==> config.mk <==
export PLATFORM = sky130hd
export DESIGN_NAME = alu_seq_ctrl_flat
export DESIGN_NICKNAME = d
export VERILOG_FILES = /design/src/rtl/alu_seq_ctrl_if.sv /design/src/rtl/alu_seq_ctrl.sv /design/src/flat_wrapper.sv
export SDC_FILE = /design/constraint.sdc
export NUM_CORES = 1
export LEC_CHECK = 0
export ABC_AREA = 1
export BUFFER_PORTS_ARGS = -buffer_cell sky130_fd_sc_hd__buf_4
export CELL_PAD_IN_SITES_DETAIL_PLACEMENT = 1
export CELL_PAD_IN_SITES_GLOBAL_PLACEMENT = 2
export CORE_ASPECT_RATIO = 0.6
export CORE_MARGIN = 8
export CORE_UTILIZATION = 29
export CTS_CLUSTER_DIAMETER = 120
export DETAILED_ROUTE_END_ITERATION = 12
export GPL_ROUTABILITY_DRIVEN = 0
export PLACE_DENSITY_LB_ADDON = 0.1
export RECOVER_POWER = 100
export SLEW_MARGIN = 10
export SYNTH_ARGS = -nofsm -noshare
export SYNTH_HDL_FRONTEND = slang
export SYNTH_SLANG_ARGS = --single-unit
==> constraint.sdc <==
create_clock -name i_clk_n -period 4.4 [get_ports i_clk_n]
set_input_delay 0.44 -clock i_clk_n [delete_from_list [all_inputs] [get_ports i_clk_n]]
set_output_delay 0.44 -clock i_clk_n [all_outputs]
set_load 0.005 [all_outputs]
==> src/rtl/alu_seq_ctrl_if.sv <==
// Bundle of issue, ALU-side and result-side signals between the execute-stage
// decoder, the ALU and the sequencer. The slave modport is the sequencer's view.
interface alu_seq_ctrl_if #(
  parameter int DATA_W = 32
);
  logic              i_flush;
  logic              i_issue_valid;
  logic              o_issue_ready;
  logic [DATA_W-1:0] i_in_a;
  logic [DATA_W-1:0] i_in_b;
  logic [2:0]        i_funct3;
  logic [6:0]        i_funct7;
  logic              i_alu_imm;
  logic [4:0]        i_rd;
  logic [DATA_W-1:0] o_alu_a;
  logic [DATA_W-1:0] o_alu_b;
  logic [2:0]        o_alu_funct3;
  logic [6:0]        o_alu_funct7;
  logic              o_alu_imm;
  logic              o_alu_en;
  logic              i_alu_busy;
  logic [DATA_W-1:0] i_alu_out;
  logic              o_res_valid;
  logic              i_res_ready;
  logic [DATA_W-1:0] o_res_data;
  logic [4:0]        o_res_rd;
  logic              o_stall;
  logic              o_timeout;

  modport slave (
    input  i_flush, i_issue_valid, i_in_a, i_in_b, i_funct3, i_funct7, i_alu_imm, i_rd,
    input  i_alu_busy, i_alu_out, i_res_ready,
    output o_issue_ready, o_alu_a, o_alu_b, o_alu_funct3, o_alu_funct7, o_alu_imm, o_alu_en,
    output o_res_valid, o_res_data, o_res_rd, o_stall, o_timeout
  );

  modport master (
    output i_flush, i_issue_valid, i_in_a, i_in_b, i_funct3, i_funct7, i_alu_imm, i_rd,
    output i_alu_busy, i_alu_out, i_res_ready,
    input  o_issue_ready, o_alu_a, o_alu_b, o_alu_funct3, o_alu_funct7, o_alu_imm, o_alu_en,
    input  o_res_valid, o_res_data, o_res_rd, o_stall, o_timeout
  );
endinterface

==> src/rtl/alu_seq_ctrl.sv <==
// Issue/completion sequencer for the ALU: latches one operation, holds the ALU
// enable while waiting out busy, and hands the registered result downstream.
module alu_seq_ctrl #(
  parameter int DATA_W         = 32,
  parameter int SETTLE_CYCLES  = 1,
  parameter int TIMEOUT_CYCLES = 64
) (
  input logic           i_clk_n,
  input logic           i_rst,
  alu_seq_ctrl_if.slave bus
);

  localparam int              WD_W        = $clog2(TIMEOUT_CYCLES);
  localparam logic [WD_W-1:0] WD_LAST     = WD_W'(TIMEOUT_CYCLES - 1);
  localparam logic [2:0]      SETTLE_INIT = 3'(SETTLE_CYCLES - 1);

  typedef enum logic [2:0] {IDLE, SETTLE, WAIT, DONE, FLUSHED} state_e;

  state_e            state_q, state_d;
  logic [2:0]        settle_q, settle_d;
  logic [WD_W-1:0]   wdog_q, wdog_d;
  logic [DATA_W-1:0] a_q, a_d, b_q, b_d, res_data_q, res_data_d;
  logic [2:0]        f3_q, f3_d;
  logic [6:0]        f7_q, f7_d;
  logic              imm_q, imm_d;
  logic [4:0]        rd_q, rd_d, res_rd_q, res_rd_d;
  logic              alu_en_q, alu_en_d, res_valid_q, res_valid_d, timeout_q, timeout_d;
  logic              issue_ready, accept;

  assign issue_ready = !bus.i_flush && (state_q == IDLE || (state_q == DONE && bus.i_res_ready));
  assign accept      = bus.i_issue_valid && issue_ready;

  always_comb begin
    state_d     = state_q;
    settle_d    = settle_q;
    wdog_d      = wdog_q;
    a_d         = a_q;
    b_d         = b_q;
    f3_d        = f3_q;
    f7_d        = f7_q;
    imm_d       = imm_q;
    rd_d        = rd_q;
    alu_en_d    = alu_en_q;
    res_valid_d = res_valid_q;
    res_data_d  = res_data_q;
    res_rd_d    = res_rd_q;
    timeout_d   = timeout_q;
    if (bus.i_flush) begin
      state_d     = FLUSHED;
      alu_en_d    = 1'b0;
      res_valid_d = 1'b0;
      settle_d    = '0;
      wdog_d      = '0;
    end else begin
      case (state_q)
        IDLE: ;
        SETTLE: begin
          if (settle_q == '0) state_d = WAIT;
          else                settle_d = settle_q - 1'b1;
        end
        WAIT: begin
          // A stuck busy still completes the op, with the error flagged.
          if (!bus.i_alu_busy || wdog_q == WD_LAST) begin
            res_data_d  = bus.i_alu_out;
            res_rd_d    = rd_q;
            alu_en_d    = 1'b0;
            res_valid_d = 1'b1;
            state_d     = DONE;
            if (bus.i_alu_busy) timeout_d = 1'b1;
          end else begin
            wdog_d = wdog_q + 1'b1;
          end
        end
        DONE: begin
          if (bus.i_res_ready) begin
            res_valid_d = 1'b0;
            state_d     = IDLE;
          end
        end
        FLUSHED: state_d = IDLE;
        default: state_d = IDLE;
      endcase
      if (accept) begin
        a_d         = bus.i_in_a;
        b_d         = bus.i_in_b;
        f3_d        = bus.i_funct3;
        f7_d        = bus.i_funct7;
        imm_d       = bus.i_alu_imm;
        rd_d        = bus.i_rd;
        alu_en_d    = 1'b1;
        res_valid_d = 1'b0;
        settle_d    = SETTLE_INIT;
        wdog_d      = '0;
        state_d     = (SETTLE_CYCLES == 0) ? WAIT : SETTLE;
      end
    end
  end

  always_ff @(negedge i_clk_n or posedge i_rst) begin
    if (i_rst) begin
      state_q     <= IDLE;
      settle_q    <= '0;
      wdog_q      <= '0;
      a_q         <= '0;
      b_q         <= '0;
      f3_q        <= '0;
      f7_q        <= '0;
      imm_q       <= 1'b0;
      rd_q        <= '0;
      alu_en_q    <= 1'b0;
      res_valid_q <= 1'b0;
      res_data_q  <= '0;
      res_rd_q    <= '0;
      timeout_q   <= 1'b0;
    end else begin
      state_q     <= state_d;
      settle_q    <= settle_d;
      wdog_q      <= wdog_d;
      a_q         <= a_d;
      b_q         <= b_d;
      f3_q        <= f3_d;
      f7_q        <= f7_d;
      imm_q       <= imm_d;
      rd_q        <= rd_d;
      alu_en_q    <= alu_en_d;
      res_valid_q <= res_valid_d;
      res_data_q  <= res_data_d;
      res_rd_q    <= res_rd_d;
      timeout_q   <= timeout_d;
    end
  end

  assign bus.o_issue_ready = issue_ready;
  assign bus.o_stall       = bus.i_issue_valid && !issue_ready;
  assign bus.o_alu_a       = a_q;
  assign bus.o_alu_b       = b_q;
  assign bus.o_alu_funct3  = f3_q;
  assign bus.o_alu_funct7  = f7_q;
  assign bus.o_alu_imm     = imm_q;
  assign bus.o_alu_en      = alu_en_q;
  assign bus.o_res_valid   = res_valid_q;
  assign bus.o_res_data    = res_data_q;
  assign bus.o_res_rd      = res_rd_q;
  assign bus.o_timeout     = timeout_q;

endmodule

==> src/flat_wrapper.sv <==
// flat-port wrapper written by rule: the top's interface ports become plain ports
module alu_seq_ctrl_flat 
#(
  parameter int DATA_W         = 32,
  parameter int SETTLE_CYCLES  = 1,
  parameter int TIMEOUT_CYCLES = 64
)
  (i_clk_n, i_rst, bus_i_flush, bus_i_issue_valid, bus_i_in_a, bus_i_in_b, bus_i_funct3, bus_i_funct7, bus_i_alu_imm, bus_i_rd, bus_i_alu_busy, bus_i_alu_out, bus_i_res_ready, bus_o_issue_ready, bus_o_alu_a, bus_o_alu_b, bus_o_alu_funct3, bus_o_alu_funct7, bus_o_alu_imm, bus_o_alu_en, bus_o_res_valid, bus_o_res_data, bus_o_res_rd, bus_o_stall, bus_o_timeout);
  alu_seq_ctrl_if #(.DATA_W(DATA_W)) bus_i ();
  input logic i_clk_n;
  input logic i_rst;
  input wire logic [$bits(bus_i.i_flush)-1:0] bus_i_flush;
  input wire logic [$bits(bus_i.i_issue_valid)-1:0] bus_i_issue_valid;
  input wire logic [$bits(bus_i.i_in_a)-1:0] bus_i_in_a;
  input wire logic [$bits(bus_i.i_in_b)-1:0] bus_i_in_b;
  input wire logic [$bits(bus_i.i_funct3)-1:0] bus_i_funct3;
  input wire logic [$bits(bus_i.i_funct7)-1:0] bus_i_funct7;
  input wire logic [$bits(bus_i.i_alu_imm)-1:0] bus_i_alu_imm;
  input wire logic [$bits(bus_i.i_rd)-1:0] bus_i_rd;
  input wire logic [$bits(bus_i.i_alu_busy)-1:0] bus_i_alu_busy;
  input wire logic [$bits(bus_i.i_alu_out)-1:0] bus_i_alu_out;
  input wire logic [$bits(bus_i.i_res_ready)-1:0] bus_i_res_ready;
  output wire logic [$bits(bus_i.o_issue_ready)-1:0] bus_o_issue_ready;
  output wire logic [$bits(bus_i.o_alu_a)-1:0] bus_o_alu_a;
  output wire logic [$bits(bus_i.o_alu_b)-1:0] bus_o_alu_b;
  output wire logic [$bits(bus_i.o_alu_funct3)-1:0] bus_o_alu_funct3;
  output wire logic [$bits(bus_i.o_alu_funct7)-1:0] bus_o_alu_funct7;
  output wire logic [$bits(bus_i.o_alu_imm)-1:0] bus_o_alu_imm;
  output wire logic [$bits(bus_i.o_alu_en)-1:0] bus_o_alu_en;
  output wire logic [$bits(bus_i.o_res_valid)-1:0] bus_o_res_valid;
  output wire logic [$bits(bus_i.o_res_data)-1:0] bus_o_res_data;
  output wire logic [$bits(bus_i.o_res_rd)-1:0] bus_o_res_rd;
  output wire logic [$bits(bus_i.o_stall)-1:0] bus_o_stall;
  output wire logic [$bits(bus_i.o_timeout)-1:0] bus_o_timeout;
  assign bus_i.i_flush = bus_i_flush;
  assign bus_i.i_issue_valid = bus_i_issue_valid;
  assign bus_i.i_in_a = bus_i_in_a;
  assign bus_i.i_in_b = bus_i_in_b;
  assign bus_i.i_funct3 = bus_i_funct3;
  assign bus_i.i_funct7 = bus_i_funct7;
  assign bus_i.i_alu_imm = bus_i_alu_imm;
  assign bus_i.i_rd = bus_i_rd;
  assign bus_i.i_alu_busy = bus_i_alu_busy;
  assign bus_i.i_alu_out = bus_i_alu_out;
  assign bus_i.i_res_ready = bus_i_res_ready;
  assign bus_o_issue_ready = bus_i.o_issue_ready;
  assign bus_o_alu_a = bus_i.o_alu_a;
  assign bus_o_alu_b = bus_i.o_alu_b;
  assign bus_o_alu_funct3 = bus_i.o_alu_funct3;
  assign bus_o_alu_funct7 = bus_i.o_alu_funct7;
  assign bus_o_alu_imm = bus_i.o_alu_imm;
  assign bus_o_alu_en = bus_i.o_alu_en;
  assign bus_o_res_valid = bus_i.o_res_valid;
  assign bus_o_res_data = bus_i.o_res_data;
  assign bus_o_res_rd = bus_i.o_res_rd;
  assign bus_o_stall = bus_i.o_stall;
  assign bus_o_timeout = bus_i.o_timeout;
  alu_seq_ctrl #(.DATA_W(DATA_W), .SETTLE_CYCLES(SETTLE_CYCLES), .TIMEOUT_CYCLES(TIMEOUT_CYCLES)) u_core (.i_clk_n(i_clk_n), .i_rst(i_rst), .bus(bus_i));
endmodule
## Word-level counts from Yosys, hierarchy flattened

Cells that the tools add are included.

- Input port bits: 118
- Output and inout port bits: 117
- Register bits after elaboration: 132
- Logic and storage cells: 73

- Bitwise operators: 1
- Reductions and logical operators: 23
- Muxes and demuxes: 23
- Equality and inequality tests: 10
- Add/subtract/negate cells: 2

Operators by type and width:

| operator | number |
|---|---|
| $mux 3 | 9 |
| $mux 6 | 4 |
| $pmux 3 s4 | 1 |
| $ne 3x2->1 const B | 3 |
| $reduce_bool 3->1 | 3 |
| $mux 1 | 8 |
| $ne 4x2->1 const B | 2 |
| $reduce_and 2->1 | 4 |
| $reduce_and 4->1 | 2 |
| $add 6x1->6 const B | 1 |
| $eq 3x2->1 const B | 2 |
| $eq 6x6->1 const B | 1 |
| $logic_not 3->1 | 2 |
| $reduce_and 3->1 | 2 |
| $logic_and 1x1->1 | 4 |
| $ne 4x3->1 const B | 1 |
| $reduce_bool 4->1 | 1 |
| $eq 3x1->1 const B | 1 |
| $logic_not 1->1 | 3 |
| $sub 3x1->3 const B | 1 |
| $logic_or 1x1->1 | 2 |
| $pmux 1 s2 | 1 |
| $not 1->1 | 1 |

## Longest topological paths before layout

- Depth in word-level cells: 7
- Mapped depth: 10

==> impl_metrics.py <==
metrics = {
    "clock_tree": {
        "clock_path_buffers": 2,
        "clock-root-buffer": "clkbuf_16",
        "htreeDepth": 4,
        "cts_resized": 0,
        "clk_pin_slew_ns": 0.04,
        "cts_tree": "yes",
        "numCtsBuffers": 17,
        "cts_setup_buffers": 0,
        "clock_latency_ns": 0.39,
        "cts_hold_buf": 0,
        "clock-sinks": 132,
    },
    "final_layout": {
        "ff_latch_area_um2": 3300,
        "fillers": 2133,
        "fin_nets": 807,
        "layout-drive-gt1-share": 0.354,
        "fin_util": 0.411,
        "layout.cells.non_filler": 944,
        "multiInputGateArea_um2": 1720,
        "n_antenna_cell": 0,
        "fin_area_um2": 7760,
        "areaGrowthSynthToFinish_pct": 39.7,
    },
    "die": {
        "die_h_um": 123,
        "io_pins": 235,
        "initial_utilization": 0.294,
        "coreArea_um2": 18900,
        "row_count": 39,
        "die_area_um2": 24000,
        "die_x_um": 195,
    },
    "synth": {
        "synth.cell_area_um2": 5560,
        "ys_types": 27,
        "syn_avg_cell_area_um2": 12.6,
        "syn_nets": 563,
        "synth-simple-area-share": 0.0799,
        "synth_seq_area_share": 0.594,
        "synth_top_family_by_area": "multiplexers",
        "netlist_instances": 442,
        "synth-xor-area-share": 0.00630,
        "synthMuxAreaShare": 0.203,
        "synthAdderAreaFrac": 0.00675,
        "ys_ff_latch": 132,
        "yosys_warnings": 0,
        "synth-compound-area-share": 0.0486,
    },
    "worst_setup_path": {
        "crit_fanout": 6,
        "required_ns": 3.96,
        "worstSetupEndpoint": "bus_o_stall",
        "crit_type": "flip-flop to primary output",
        "reg2reg_slack_ns": 2.18,
        "end_kind": "primary output",
        "r2r.worst_path.cells": 7,
        "start_kind": "flip-flop",
        "timing.rr.start": "u_core.state_q[0]",
        "r2r-end": "u_core.bus.o_alu_a[18]",
        "cp-startpoint": "u_core.state_q[0]",
        "cp.arrival_ns": 3.72,
    },
    "placed_design": {
        "dp_hpwl_um": 13100,
        "place_area_um2": 7630,
        "dp_cells": 913,
        "portBuffers": 234,
    },
    "sta": {
        "finClkSkew_ns": 0.00788,
        "hold_viol_final": 0,
        "holdWs_ns": 0.433,
        "rsz0062_at_grt": "no",
        "worst_slew_pin_slew_ns": 1.53,
        "slew_headroom": -0.0222,
        "slew_viol_final": 108,
        "setup_viol": 0,
        "fin_tns_setup_ns": 0,
    },
    "routing": {
        "vias": 4063,
        "drc": 0,
        "firstDrtPassIters": 4,
        "wl_per_cell_um": 18.4,
        "first_iter_violations": 124,
        "viasPerCell": 4.30,
        "wl_um": 17300,
        "drtAntennaViolNets": 0,
    },
    "grt": {
        "grt_pass1_vias": 4478,
        "grt_pass1_wl_um": 26700,
        "grt_max_degree": 108,
        "grt_overflow": 0,
        "antenna_found_initial": 0,
        "grt_use_total": 0.144,
    },
    "pwr": {
        "powerDensity_nw_per_um2": 480,
        "power_leakage_uw": 0.00390,
        "ir_drop_v": 0.000247,
    },
    "run_status": {
        "violations": "capacitance limit, slew limit",
        "status": "complete, but fails checks",
    },
    "flow_run": {
        "cap_viol_max_count": 1,
    },
    "min_path": {
        "hp-class": "flip-flop to flip-flop",
    },
}
## routing by layer
layer,global-route usage,part of all wire,vias up
li1,-,-,1921
met1,0.188,0.48,1993
met2,0.214,0.44,128
met3,0.0579,0.069,21
met4,0.0509,0.019,0
met5,0,0,-
## report_power, final
part	switching, uW	internal [uW]	total, uW
Sequential	136	1470	1610
Clock	569	837	1410
Combinational	300	415	715
Total	1000	2720	3730
## worst min path at each step
stage / from / end / slack (ns) / cells after the start
floorplan: u_core.settle_q[0] / u_core.settle_q[0] / 0.39 / 1
global placement: u_core.settle_q[0] / u_core.settle_q[0] / 0.41 / 1
detailed placement: u_core.settle_q[0] / u_core.settle_q[0] / 0.43 / 1
CTS: u_core.settle_q[0] / u_core.settle_q[0] / 0.43 / 1
global route: u_core.bus.o_timeout / u_core.bus.o_timeout / 0.45 / 1
finish: u_core.bus.o_timeout / u_core.bus.o_timeout / 0.43 / 1
## metrics by stage
| step | worst slack, ns | total power (uW) |
|---|---|---|
| 5_1_grt | 0.0685 | 3930 |
| 4_1_cts | 0.207 | 4000 |
| 6_report | 0.237 | 3730 |
| 3_5_place_dp | 0.400 | 2560 |
| 2_1_floorplan | 0.232 | 1990 |
| 3_3_place_gp | 0.412 | 2530 |
## critical path, stage by stage (launching register included)
cell and delay (ns):
dfrtn_1 0.52, nand2_1 0.08, nor2_1 0.18, nand2_1 0.08, nand2_1 0.11, nor2_1 0.05
clkbuf_1 0.11
## cell families (layout without fill, tap and decap cells)
group | count (synthesis) | count (layout)
AND/OR/NAND/NOR | 102 | 102
multiplexers | 75 | 75
AO/OA/AOI/OAI | 53 | 53
adder cells (fa/ha/maj) | 3 | 3
flip-flops | 132 | 132
XOR/XNOR | 4 | 4
buffers and inverters | 73 | 329
## registers in the layout, indices dropped and copies added (netlist names)
signal and flops:
u_core.bus.o_alu_a 32, u_core.bus.o_alu_b 32, u_core.bus.o_res_data 32, u_core.bus.o_alu_funct7 7
u_core.wdog_q 6, u_core.bus.o_res_rd 5, u_core.rd_q 5, u_core.bus.o_alu_funct3 3
u_core.settle_q 3, u_core.state_q 3, u_core.bus.o_alu_en 1, u_core.bus.o_alu_imm 1
u_core.bus.o_res_valid 1, u_core.bus.o_timeout 1
## final cells by class
cell class / instances / area share
clock inverter: 14 / 0.0197
timing repair buffer: 243 / 0.212
clock buffer: 17 / 0.0548
tap: 246 / 0.0396
inverter: 55 / 0.0267
sequential: 132 / 0.425
multi-input combinational: 237 / 0.222
## cell usage after synthesis
| cell type | number | area [um2] |
|---|---|---|
| nand3_2 | 2 | 20.0 |
| nor3b_1 | 2 | 15.0 |
| o21ai_1 | 23 | 115 |
| nand3b_1 | 1 | 7.51 |
| o21ai_0 | 21 | 105 |
| nand2_1 | 62 | 233 |
| nand4_1 | 2 | 12.5 |
| nand2_4 | 1 | 11.3 |
| xor2_1 | 3 | 26.3 |
| nor2_1 | 18 | 67.6 |
| inv_2 | 2 | 7.51 |
| buf_6 | 8 | 90.1 |
| xnor2_1 | 1 | 8.76 |
| nand2_2 | 1 | 6.26 |
| a21oi_1 | 7 | 35.0 |
| o21bai_1 | 1 | 7.51 |
| nor3_2 | 1 | 10.0 |
| nor2_2 | 1 | 6.26 |
| mux2_4 | 75 | 1130 |
| o211ai_1 | 1 | 7.51 |
| nand3_1 | 9 | 45.0 |
| ha_1 | 3 | 37.5 |
| clkbuf_1 | 3 | 11.3 |
| nor3_1 | 2 | 10.0 |
| dfrtn_1 | 132 | 3300 |
| buf_2 | 7 | 35.0 |
| inv_1 | 53 | 199 |
## cell usage in the layout (no fill, tap or decap), types with 2 or more instances in the layout
cell type   synthesis  final
dfrtn_1           132    132
nand3_2             2      2
clkinv_4            0      2
nand3_1             9      9
o21ai_1            23      2
nand4_1             2      2
ha_1                3      3
xor2_1              3      3
nor3b_1             2      2
o21ai_0            21     42
clkinvlp_4          0      4
nor2_1             18     19
mux2_1              0     47
buf_12              0      3
inv_6               0      4
clkbuf_4            0     64
inv_1              53     54
mux2_4             75     28
buf_4               0    116
a21oi_1             7      7
nor3_1              2      2
clkbuf_1            3     59
bufinv_16           0      2
nand2_1            62     64
clkbuf_16           0     17
clkinv_2            0      2
(Power assumes the default switching activity.)
